<file path="src/rtl/vvadd_mem_arbiter.sv">
// Round-robin arbiter sharing one single-port synchronous SRAM among the A/B/C
// memory channels of a vvadd PE: one grant per cycle, one response per request.
module vvadd_mem_arbiter #(
  parameter int ADDR_W = 7,
  parameter int DATA_W = 32,
  parameter int REQ_W  = ADDR_W + DATA_W + 2
) (
  input  logic              clk,
  input  logic              rst,
  input  logic [REQ_W-1:0]  req_a,
  input  logic [REQ_W-1:0]  req_b,
  input  logic [REQ_W-1:0]  req_c,
  input  logic              req_a_vld,
  input  logic              req_b_vld,
  input  logic              req_c_vld,
  output logic              req_a_rdy,
  output logic              req_b_rdy,
  output logic              req_c_rdy,
  output logic [DATA_W-1:0] resp_a,
  output logic [DATA_W-1:0] resp_b,
  output logic [DATA_W-1:0] resp_c,
  output logic              resp_a_vld,
  output logic              resp_b_vld,
  output logic              resp_c_vld,
  input  logic              resp_a_rdy,
  input  logic              resp_b_rdy,
  input  logic              resp_c_rdy,
  output logic              sram_en,
  output logic              sram_we,
  output logic [ADDR_W-1:0] sram_addr,
  output logic [DATA_W-1:0] sram_wdata,
  input  logic [DATA_W-1:0] sram_rdata
);

  localparam logic [1:0] PORT_C = 2'd2;

  logic [2:0]        req_vld;
  logic [2:0]        resp_rdy;
  logic [2:0]        elig;
  logic [3:0]        elig_ext;
  logic [2:0]        gnt;
  logic [2:0]        busy;
  logic [2:0]        resp_vld;
  logic [2:0]        xfer;
  logic [2:0]        cap;
  logic [1:0]        last;
  logic [1:0]        cand;
  logic [1:0]        win;
  logic              win_vld;
  logic [REQ_W-1:0]  win_pl;
  logic [ADDR_W-1:0] win_addr;
  logic [DATA_W-1:0] win_data;
  logic              win_wr;
  logic              f_vld;
  logic              f_wr;
  logic [1:0]        f_port;
  logic [DATA_W-1:0] resp_q [3];

  function automatic logic [1:0] next_port(input logic [1:0] p);
    return (p == PORT_C) ? 2'd0 : p + 2'd1;
  endfunction

  // op = {wr, rd}; any request with wr set is a write, everything else reads
  function automatic logic op_is_write(input logic [1:0] op);
    logic w;
    casez (op)
      2'b1?:   w = 1'b1;
      default: w = 1'b0;
    endcase
    return w;
  endfunction

  assign req_vld  = {req_c_vld, req_b_vld, req_a_vld};
  assign resp_rdy = {resp_c_rdy, resp_b_rdy, resp_a_rdy};
  assign elig     = req_vld & ~busy;
  assign elig_ext = {1'b0, elig};

  // Round-robin search starting one past the last winner
  always_comb begin
    win_vld = 1'b0;
    win     = 2'd0;
    cand    = next_port(last);
    for (int i = 0; i < 3; i++) begin
      if (!win_vld && elig_ext[cand]) begin
        win_vld = 1'b1;
        win     = cand;
      end
      cand = next_port(cand);
    end
    if (rst) win_vld = 1'b0;
  end

  assign gnt = win_vld ? (3'b001 << win) : 3'b000;

  always_comb begin
    case (win)
      2'd0:    win_pl = req_a;
      2'd1:    win_pl = req_b;
      default: win_pl = req_c;
    endcase
  end

  assign win_addr = win_pl[REQ_W-1 -: ADDR_W];
  assign win_data = win_pl[DATA_W+1:2];
  assign win_wr   = op_is_write(win_pl[1:0]);

  assign sram_en    = win_vld;
  assign sram_we    = win_vld & win_wr;
  assign sram_addr  = win_vld ? win_addr : '0;
  assign sram_wdata = win_vld ? win_data : '0;

  assign xfer = resp_vld & resp_rdy;
  assign cap  = f_vld ? (3'b001 << f_port) : 3'b000;

  always_ff @(posedge clk) begin
    if (rst) begin
      busy     <= '0;
      last     <= PORT_C;
      f_vld    <= 1'b0;
      f_wr     <= 1'b0;
      f_port   <= 2'd0;
      resp_vld <= '0;
      for (int p = 0; p < 3; p++) resp_q[p] <= '0;
    end else begin
      // Grant stage: SRAM captures the access on this edge
      busy   <= (busy & ~xfer) | gnt;
      f_vld  <= win_vld;
      f_wr   <= win_wr;
      f_port <= win;
      if (win_vld) last <= win;
      // Capture stage: read data (or a zero write ack) lands in the port's register
      resp_vld <= (resp_vld & ~xfer) | cap;
      for (int p = 0; p < 3; p++) begin
        if (cap[p]) resp_q[p] <= f_wr ? '0 : sram_rdata;
      end
    end
  end

  assign req_a_rdy  = gnt[0];
  assign req_b_rdy  = gnt[1];
  assign req_c_rdy  = gnt[2];
  assign resp_a_vld = resp_vld[0];
  assign resp_b_vld = resp_vld[1];
  assign resp_c_vld = resp_vld[2];
  assign resp_a     = resp_q[0];
  assign resp_b     = resp_q[1];
  assign resp_c     = resp_q[2];

endmodule

</file>
<file path="config.mk">
export PLATFORM = sky130hd
export DESIGN_NAME = vvadd_mem_arbiter
export DESIGN_NICKNAME = d
export VERILOG_FILES = /design/src/rtl/vvadd_mem_arbiter.sv
export SDC_FILE = /design/constraint.sdc
export NUM_CORES = 1
export LEC_CHECK = 0
export CAP_MARGIN = 20
export CORE_AREA = 2 2 118 120
export DETAILED_ROUTE_END_ITERATION = 12
export DIE_AREA = 0 0 120 122
export GPL_TIMING_DRIVEN = 0
export PLACE_DENSITY = 0.77
export SYNTH_ARGS = -nofsm -noshare
export SYNTH_HDL_FRONTEND = slang
export SYNTH_SLANG_ARGS = --single-unit
</file>
<file path="constraint.sdc">
create_clock -name clk -period 2.9 [get_ports clk]
set_clock_uncertainty 0.2 [all_clocks]
set_input_delay 0.58 -clock clk [delete_from_list [all_inputs] [get_ports clk]]
set_output_delay 0.58 -clock clk [all_outputs]
set_load 0.1 [all_outputs]
</file>
==> metrics <==
Core Rows=43; largest net degree at the start of global routing=33; Hold Path End=resp_vld[1]; chip height=122 um; TNS Setup=-132.4 ps; DRT Wirelength=15070 um; worst-skew pair later-pin latency=340 ps; I/O pins=306; Buffers on Ports=302; Final Cycle Share=100.7%; P_leak=3.378 nW; Final GP Congestion=0.8531; average wire per standard cell=18.72 um; die area=14640 um^2; vias in the first global route=3727; Slew Limit Headroom=29.89%; WHS Path Cells=2; CP endpoint kind=primary output; # hold bufs at CTS=0; worst-margin pin slew=1048 ps; Area Overhead vs Synth=99.72%; cell internal pwr=3.365 mW; Setup CP Type=flop to primary output; Multi-input gate area=1508 um^2; Clk pwr share=21.7%; initial antenna violation count=1; grt ovf=0; Num CTS Buffers=9; worst vdd ir=0.3065 mV; Synth Warn #=0; layout cells sized above 1=28.04%; syn avg cell area=15.24 um^2; DP Wirelength=11380 um; nets@finish=782; via/cell ratio=4.752; reg2reg end=resp_q[0][37]; CTS tree=yes; Fillers=939; CP Max Fanout=8; area fraction of the dominant cell type after synthesis=64.79%; Placed Cells=774; post-route minimum period=2921 ps; first-pass GRT wire length=20530 um; DRC Markers=0; Syn Nets=455; Netlist cell types=36; Pre-antenna DRT Iters=4; Worst Reg-to-Reg Cells=4; CTS H-Tree Depth=3; unrepaired setup endpoints after global routing=yes; design area=8886 um^2; failing checks=negative setup slack; WP data required=2120 ps; sequential share of power=33.3%; GRT Total Usage=18.85%; CP startpoint kind=flop; Register Area=3126 um^2; Fin Hold WS=296.3 ps; Reg2Reg Launch Point=f_vld; Comb pwr share=45.0%; PwrDens=637.7 nW/um^2; Syn Inst Count=292; critical path arrival=2140 ps; hold_sp=resp_vld[1]; non-filler instance count after layout=805; switching power of the nets=2.302 mW; switching share of power=40.62%; Synth Cell Area=4449 um^2; sequential share of the synthesized area=70.19%; root buf cell=clkbuf_16; Achievable Freq=0.3423 GHz; CTS max path bufs=2; status=finished, violations left; ranking of synthesized cells by area=edfxtp_1, and2_1, a221o_1, dfxtp_1, buf_6; setup slack after layout=-21.17 ps; final hold viol count=0; synthesized flop and latch total=108; final setup violation count=19; Reg2Reg Setup Slack=710 ps; hold crit path type=flop to flop; core area=13500 um^2; DP Area=7871 um^2; Worst-path clk slew=70 ps; Slew Limit Fails=0; vias post-DR=3825; clock sinks=108; die width=120 um; 1st-iter DRT viols=181; cell taking the most area after synthesis=edfxtp_1; Starting Density=32.95%; Max Cap Viol=0; remaining antenna violation count=0
power by group through the flow:
stage          logic (mW)  registers [mW]  clock network, mW
2_1_floorplan       0.831            2.73                  0
3_3_place_gp         2.27            1.92                  0
3_5_place_dp         2.28            1.92                  0
4_1_cts              2.40            1.89               1.26
5_1_grt              2.61            1.90               1.31
6_report             2.55            1.89               1.23
layout by cell type (no fill, tap or decap), types with 3 or more instances in the layout:
cell type / count
clkbuf_1: 5
clkbuf_16: 9
buf_6: 19
buf_12: 40
and2_4: 23
nand2b_1: 3
dfxtp_1: 10
and2_1: 48
a221o_4: 9
a221o_2: 30
edfxtp_1: 96
a21oi_1: 6
buf_4: 11
inv_1: 3
nand2_1: 4
clkbuf_2: 3
nor2_1: 6
clkdlybuf4s50_1: 254
final cells by class:
cell class | instances | area share (%)
clock buffer | 10 | 2.577
buffer | 17 | 1.774
timing repair buffer | 317 | 39.89
antenna | 1 | 0.02816
sequential | 108 | 35.17
clock inverter | 6 | 0.9293
multi-input combinational | 163 | 16.97
inverter | 3 | 0.1267
tap | 180 | 2.534
metrics by stage:
step | power [mW] | util (%) | worst slack [ps]
5_1_grt | 5.826 | 65.80 | -102.4
4_1_cts | 5.544 | 62.56 | -291.9
3_3_place_gp | 4.182 | 58.25 | -1364
2_1_floorplan | 3.558 | - | -63.64
3_5_place_dp | 4.197 | 58.29 | -1382
6_report | 5.667 | 65.80 | -21.17
synthesized netlist by cell type, drive strengths merged:
cell type	number
inv	3
a221o	39
a211oi	1
edfxtp	96
a2111oi	3
nor3b	1
a31o	1
buf	13
nand2	6
o311ai	1
a22o	1
and3	3
a21boi	1
a21o	1
o22ai	2
clkbuf	5
and4bb	1
nor2	6
and2	71
nand3b	2
a21oi	7
a32oi	2
nand2b	5
nor3	2
or2	2
dfxtp	12
a22oi	1
o21ai	1
nor2b	3
routing by layer:
layer | part of all wire, % | track usage (%) | vias up
met5 | 0 | 0 | -
met2 | 56 | 36.40 | 228
met1 | 35 | 19.37 | 1787
met3 | 7.7 | 4.448 | 18
met4 | 1.8 | 7.868 | 0
li1 | - | - | 1792
flip-flops by register name, indices dropped and copies added, names as in the netlist:
name / count
last: 2
resp_q: 96
f_port: 2
resp_vld: 3
busy: 3
f_wr: 1
f_vld: 1
critical path, stage by stage (launching register included):
cell       delay, ps
dfxtp_2          320
buf_6            120
and4bb_2         360
a2111oi_4         50
buf_6            160
buf_6            130
and2_1           150
a221o_2          330
buf_12           180
worst max path at each step:
stage	to	startpoint	slack, ps
6_report	sram_wdata[31]	last[1]	-20
5_1_grt	sram_wdata[31]	last[1]	-100
4_1_cts	sram_wdata[30]	req_b_vld	-290
3_5_place_dp	sram_wdata[12]	req_c_vld	-1380
3_3_place_gp	sram_wdata[12]	req_c_vld	-1360
2_1_floorplan	sram_we	req_a_vld	-60
cell families (layout without fill, tap and decap cells):
| family | after synthesis | count (layout) | share of synthesized area [%] |
|---|---|---|---|
| AOI/OAI and AO/OA | 61 | 61 | 12.77 |
| buffers and inverters | 21 | 353 | 3.093 |
| DFF | 108 | 108 | 70.19 |
| other | 0 | 1 | 0 |
| and+or+nand+nor | 102 | 102 | 13.95 |
timing repair:
item,CTS,global route
buffers inserted,4,8
gates cloned,0,4
resized for setup,356,105
endpoints found under the hold margin,0,0
setup endpoints to repair,44,44
pin swaps,1,36
No activity file was read; power rests on OpenSTA's default activity.
